`config.mk`:
```
export PLATFORM = sky130hd
export DESIGN_NAME = ram_param
export DESIGN_NICKNAME = d
export VERILOG_FILES = /design/src/rtl/ram_param_pkg.sv /design/src/rtl/ram_param_clr.sv /design/src/rtl/ram_param.sv
export SDC_FILE = /design/constraint.sdc
export NUM_CORES = 1
export LEC_CHECK = 0
export CELL_PAD_IN_SITES_DETAIL_PLACEMENT = 0
export CELL_PAD_IN_SITES_GLOBAL_PLACEMENT = 1
export CORE_MARGIN = 4
export CORE_UTILIZATION = 58
export DETAILED_ROUTE_END_ITERATION = 8
export PLACE_DENSITY = 0.94
export REMOVE_ABC_BUFFERS = 1
export SLEW_MARGIN = 20
export SYNTH_ARGS = -nofsm -noshare
export SYNTH_HDL_FRONTEND = slang
export SYNTH_HIERARCHICAL = 1
export SYNTH_SLANG_ARGS = --single-unit
export TNS_END_PERCENT = 100
```
`constraint.sdc`:
```
create_clock -name clk -period 4.26 [get_ports clk]
set_clock_uncertainty 0.2 [all_clocks]
set_input_delay 0.426 -clock clk [delete_from_list [all_inputs] [get_ports clk]]
set_output_delay 0.426 -clock clk [all_outputs]
set_load 0.02 [all_outputs]
```
`src/rtl/ram_param_pkg.sv`:
```
// Shared types and default sizes for the ram_param block.
package ram_param_pkg;

    // Default geometry: 32-bit words, 32 locations.
    localparam int unsigned DefDataW = 32;
    localparam int unsigned DefAddrW = 5;

    // Clear sequencer states: CLEAR zeroes the array after reset, IDLE serves accesses.
    typedef enum logic {
        StClear = 1'b0,
        StIdle  = 1'b1
    } ram_state_e;

endpackage

```
`src/rtl/ram_param_clr.sv`:
```
// Clear sequencer for ram_param: after reset, walks every address once and
// strobes a zero write into each, holding busy high for exactly 2**ADDR_W cycles.
module ram_param_clr
    import ram_param_pkg::*;
#(
    parameter int unsigned ADDR_W = DefAddrW
) (
    input  logic              clk,
    input  logic              rst,
    output logic              busy,
    output logic [ADDR_W-1:0] clr_addr,
    output logic              clr_we
);

    ram_state_e        state_q, state_d;
    logic [ADDR_W-1:0] cnt_q, cnt_d;

    // State and counter registers; reset restarts the clear from address 0.
    always_ff @(posedge clk) begin
        if (rst) begin
            state_q <= StClear;
            cnt_q   <= '0;
        end else begin
            state_q <= state_d;
            cnt_q   <= cnt_d;
        end
    end

    // Next state: advance the counter while clearing, leave after the last address.
    always_comb begin
        state_d = state_q;
        cnt_d   = cnt_q;
        unique case (state_q)
            StClear: begin
                cnt_d = cnt_q + ADDR_W'(1);
                if (cnt_q == {ADDR_W{1'b1}}) begin
                    state_d = StIdle;
                end
            end
            StIdle: begin
                cnt_d = '0;
            end
        endcase
    end

    // Outputs: the zero-write strobe is active for every CLEAR cycle.
    always_comb begin
        busy     = (state_q == StClear);
        clr_we   = (state_q == StClear);
        clr_addr = cnt_q;
    end

endmodule

```
`src/rtl/ram_param.sv`:
```
// Single-port byte-writable RAM with registered read (latency 1) and a
// self-clear sequence after reset.
// Optional macro RAM_PARAM_BYPASS_EN adds a write-first, byte-accurate bypass
// for a read that follows a write to the same address on the previous cycle.
module ram_param
    import ram_param_pkg::*;
#(
    parameter int unsigned DATA_W = DefDataW,
    parameter int unsigned ADDR_W = DefAddrW
) (
    input  logic                clk,
    input  logic                rst,
    input  logic                ena,
    input  logic                wena,
    input  logic [DATA_W/8-1:0] be,
    input  logic [ADDR_W-1:0]   addr,
    input  logic [DATA_W-1:0]   wdata,
    output logic [DATA_W-1:0]   rdata,
    output logic                rvalid,
    output logic                busy
);

    localparam int unsigned NumBytes = DATA_W / 8;
    localparam int unsigned Depth    = 2 ** ADDR_W;

    logic [DATA_W-1:0] mem_q [Depth];

    logic              clr_busy;
    logic              clr_we;
    logic [ADDR_W-1:0] clr_addr;

    logic              wr_req;
    logic              rd_req;
    logic [DATA_W-1:0] rd_word;

    logic [DATA_W-1:0] rdata_q, rdata_d;
    logic              rvalid_q, rvalid_d;

    ram_param_clr #(
        .ADDR_W (ADDR_W)
    ) u_clr (
        .clk      (clk),
        .rst      (rst),
        .busy     (clr_busy),
        .clr_addr (clr_addr),
        .clr_we   (clr_we)
    );

    // Requests are only honoured in IDLE and never on a reset edge.
    always_comb begin
        wr_req = ena & wena & ~clr_busy & ~rst;
        rd_req = ena & ~wena & ~clr_busy & ~rst;
    end

    // Storage: zero writes from the sequencer, otherwise byte-masked user writes.
    always_ff @(posedge clk) begin
        if (clr_we) begin
            mem_q[clr_addr] <= '0;
        end else if (wr_req) begin
            for (int unsigned i = 0; i < NumBytes; i++) begin
                if (be[i]) begin
                    mem_q[addr][8*i +: 8] <= wdata[8*i +: 8];
                end
            end
        end
    end

`ifdef RAM_PARAM_BYPASS_EN
    logic                wr_hit_q;
    logic [ADDR_W-1:0]   wr_addr_q;
    logic [NumBytes-1:0] wr_be_q;
    logic [DATA_W-1:0]   wr_data_q;

    // Remember the previous cycle's write so a following read can take its bytes.
    always_ff @(posedge clk) begin
        if (rst) begin
            wr_hit_q  <= 1'b0;
            wr_addr_q <= '0;
            wr_be_q   <= '0;
            wr_data_q <= '0;
        end else begin
            wr_hit_q  <= wr_req;
            wr_addr_q <= addr;
            wr_be_q   <= be;
            wr_data_q <= wdata;
        end
    end

    // Read word: array contents with freshly written bytes merged over them.
    always_comb begin
        rd_word = mem_q[addr];
        if (wr_hit_q && (wr_addr_q == addr)) begin
            for (int unsigned i = 0; i < NumBytes; i++) begin
                if (wr_be_q[i]) begin
                    rd_word[8*i +: 8] = wr_data_q[8*i +: 8];
                end
            end
        end
    end
`else
    // Read word: plain array contents at the read edge.
    always_comb begin
        rd_word = mem_q[addr];
    end
`endif

    // Read register next state: capture on a read, otherwise hold.
    always_comb begin
        rvalid_d = rd_req;
        rdata_d  = rd_req ? rd_word : rdata_q;
    end

    // Read register; reset drops any read issued on the same edge.
    always_ff @(posedge clk) begin
        if (rst) begin
            rdata_q  <= '0;
            rvalid_q <= 1'b0;
        end else begin
            rdata_q  <= rdata_d;
            rvalid_q <= rvalid_d;
        end
    end

    assign rdata  = rdata_q;
    assign rvalid = rvalid_q;
    assign busy   = clr_busy;

endmodule

```
==> results.py <==
metrics = {
    "run_status": {
        "status": "completed",
    },
    "critical_path": {
        "crit_fanout": 61,
        "path_class": "reg2reg",
        "crit_end": "mem_q[11][16]",
        "critPathLaunchType": "register",
        "r2r_cells": 8,
        "timing.rr.end": "mem_q[11][16]",
        "r2r-start": "u_clr/state_q",
        "worstSetupStartpoint": "u_clr/state_q",
        "cp.required_ns": 4.35,
        "reg2reg_slack_ns": 0.32,
        "cp.arrival_ns": 4.03,
        "cp-end-kind": "register",
    },
    "route": {
        "vias": 22232,
        "dr.pass1.iters": 6,
        "drc_errors": 0,
        "wl_met1_mm": 37.7,
        "wl_met3_mm": 10.8,
        "antenna_left": 0,
        "drt_iter0_markers": 3168,
        "vias_per_cell": 6.52,
        "routed.top_layer": "met4",
        "wl_met2_mm": 48.2,
        "wl_per_cell_um": 29.5,
        "routed_wl_mm": 101,
    },
    "timing": {
        "rsz0062_at_grt": "false",
        "fmax_ghz": 0.254,
        "slew_headroom_pct": 15.2,
        "finalSetupViolations": 0,
        "hold_viol": 0,
        "worst_pin_slew_ns": 1.27,
        "maxSlewViolCount": 0,
        "setup_tns_ns": 0,
        "min_period_over_period_pct": 92.6,
        "finalCriticalPeriod_ns": 3.94,
    },
    "clock_network": {
        "ctsLongestPathBuffers": 3,
        "insertion_delay_ns": 0.66,
        "post_cts_resize_count": 0,
        "cts_root_buf": "clkbuf_16",
        "cts_inserted_buffers": 98,
        "h-tree-depth": 3,
        "clkTransAtPathRegs_ns": 0.06,
        "cts_setup_buffers": 0,
        "cts_hold_buf": 0,
        "cts_tree": "yes",
        "cts_num_sinks": 1063,
    },
    "power_and_ir_drop": {
        "ir_drop_mv": 0.345,
        "p_seq_share_pct": 54.2,
        "internal-power_mw": 16.8,
        "power.total_mw": 21.1,
        "power.share.clock_pct": 42.0,
        "combinationalPowerShare_pct": 3.9,
        "powerDensity_mw_per_mm2": 448,
        "p_leak_nw": 17.7,
        "swShare_pct": 20.4,
        "p_sw_mw": 4.31,
    },
    "final_layout": {
        "final_cell_mix": "edfxtp_1, mux2i_1, nor2_1",
        "area_delta_synth_final_pct": 12.5,
        "drive_gt1_share_pct": 17.6,
        "mostFrequentLayoutCell": "edfxtp_1",
        "nets": 2424,
        "diodes": 0,
        "final_cell_count_no_fill": 3410,
        "n_fill_cell": 4463,
        "multi_input_area_mm2": 0.00960,
        "postLayoutCoreUtil_pct": 65.9,
        "ff_latch_area_mm2": 0.0315,
    },
    "die": {
        "num_io_pins": 79,
        "die-area_mm2": 0.0766,
        "fp.coreArea_mm2": 0.0716,
        "num_rows": 98,
        "floorplan.initialDensity_pct": 58.5,
        "die_y_um": 277,
        "die_w_um": 277,
    },
    "flow_run": {
        "drv_cap": 0,
    },
    "placement": {
        "portBuffers": 78,
        "dpl.hpwl_mm": 62.0,
        "gp_congestion": 0.876,
        "dp_cells": 3227,
    },
    "synthesis": {
        "syn_area_per_cell_um2": 18.6,
        "ys_ff_latch": 1063,
        "ys_warn_count": 6,
        "yosys.cell_types.count": 40,
        "synth_seq_area_share_pct": 75.2,
        "syn-instance-count": 2248,
        "syn-cell-area_mm2": 0.0419,
    },
    "global_routing": {
        "grt_pass1_wl_mm": 149,
        "groute.usage.overall_pct": 26.0,
        "grt_max_degree": 67,
        "antenna_found_initial": 0,
        "overflow": 0,
        "grt_pass1_vias": 22363,
    },
    "worst_hold_path": {
        "min_path_type": "in2reg",
    },
}
-- through the flow --
stage          instance area [µm²]  setup WS (ns)  hold slack, ns
2_1_floorplan                41100         -0.602           0.297
6_report                     47200          0.317           0.222
4_1_cts                      47200          0.381           0.149
5_1_grt                      47200          0.109           0.194
3_3_place_gp                 43900          0.336           0.267
3_5_place_dp                 43900          0.176           0.264
-- cell type report --
type                            instances  share of cell area, %
Clock buffer                          124                   5.56
Clock inverter                         59                   1.37
Inverter                                2                 0.0159
Multi-Input combinational cell       1038                   20.3
Sequential cell                      1063                   66.9
Tap cell                              950                   2.52
Timing Repair Buffer                  174                   3.33
-- flip-flops by register name (all words and copies together) (netlist names) --
signal / count
mem_q: 1024
rdata: 32
u_clr/clr_addr: 5
rvalid: 1
u_clr/state_q: 1
-- worst min path at each step --
stage               from                end  slack (ns)  cells past startpoint
2_1_floorplan        rst  u_clr/clr_addr[0]        0.30                      1
3_3_place_gp   rdata[16]          rdata[16]        0.27                      1
3_5_place_dp   rdata[10]          rdata[10]        0.26                      1
4_1_cts          addr[4]           rdata[0]        0.15                      3
5_1_grt          addr[4]           rdata[0]        0.19                      3
6_report         addr[4]           rdata[0]        0.22                      3
-- cell families after synthesis --
group                    share of synthesized area, %
buffers and inverters                            2.05
AND/OR/NAND/NOR                                  3.91
flip-flops                                       75.2
multiplexers                                     14.5
XOR/XNOR                                       0.0209
AO/OA/AOI/OAI                                    4.19
adder cells (fa/ha/maj)                        0.0597
-- power groups by stage --
stage               clock network (mW)  logic, mW  registers (mW)
floorplan                            0      0.396            11.6
global placement                     0      0.773            11.7
global route                      9.38      0.862            11.4
finish                            8.86      0.819            11.4
detailed placement                   0      0.801            11.7
CTS                               8.91      0.808            11.4
-- cell usage after synthesis --
cell type / count / share of area [%]
a31oi_2: 8 / 0.24
and4bb_2: 1 / 0.030
nor3b_1: 3 / 0.054
nand3_1: 53 / 0.63
and3_1: 1 / 0.015
buf_1: 5 / 0.045
buf_2: 37 / 0.44
nand2b_1: 10 / 0.15
edfxtp_1: 1024 / 73
a211oi_1: 6 / 0.11
mux2_2: 33 / 0.89
a22o_1: 32 / 0.67
buf_8: 2 / 0.072
a31oi_1: 4 / 0.060
buf_4: 25 / 0.45
nor3b_2: 1 / 0.030
a41oi_1: 1 / 0.021
a221oi_1: 32 / 0.67
and2_1: 33 / 0.49
and2b_1: 1 / 0.018
a21oi_1: 48 / 0.57
xnor2_1: 1 / 0.021
mux4_2: 128 / 6.9
ha_1: 2 / 0.060
nor2_1: 136 / 1.2
clkbuf_1: 57 / 0.51
or4_1: 1 / 0.018
or2_1: 4 / 0.060
mux2i_1: 283 / 6.8
nor2b_1: 10 / 0.15
inv_1: 2 / 0.018
dfxtp_1: 39 / 1.9
nand2_1: 87 / 0.78
a22oi_1: 90 / 1.6
buf_6: 19 / 0.51
nor4_1: 7 / 0.10
o41ai_1: 6 / 0.13
or3_1: 1 / 0.015
nor3_1: 12 / 0.14
a41oi_2: 3 / 0.12
-- critical path, cell delays in order, from the launching register on --
cell,delay (ns)
dfxtp_1,0.45
inv_1,0.20
and4bb_2,0.39
nor3b_4,0.30
buf_12,0.32
mux2i_1,0.22
buf_4,0.22
nand2b_1,0.44
nor2_1,0.81
-- per-layer routing --
| metal | global-route usage [%] | vias to the layer above |
|---|---|---|
| li1 | - | 9281 |
| met1 | 36.2 | 11286 |
| met2 | 41.2 | 1441 |
| met3 | 5.47 | 224 |
| met4 | 10.0 | 0 |
| met5 | 0 | - |
(Power assumes the default switching activity.)
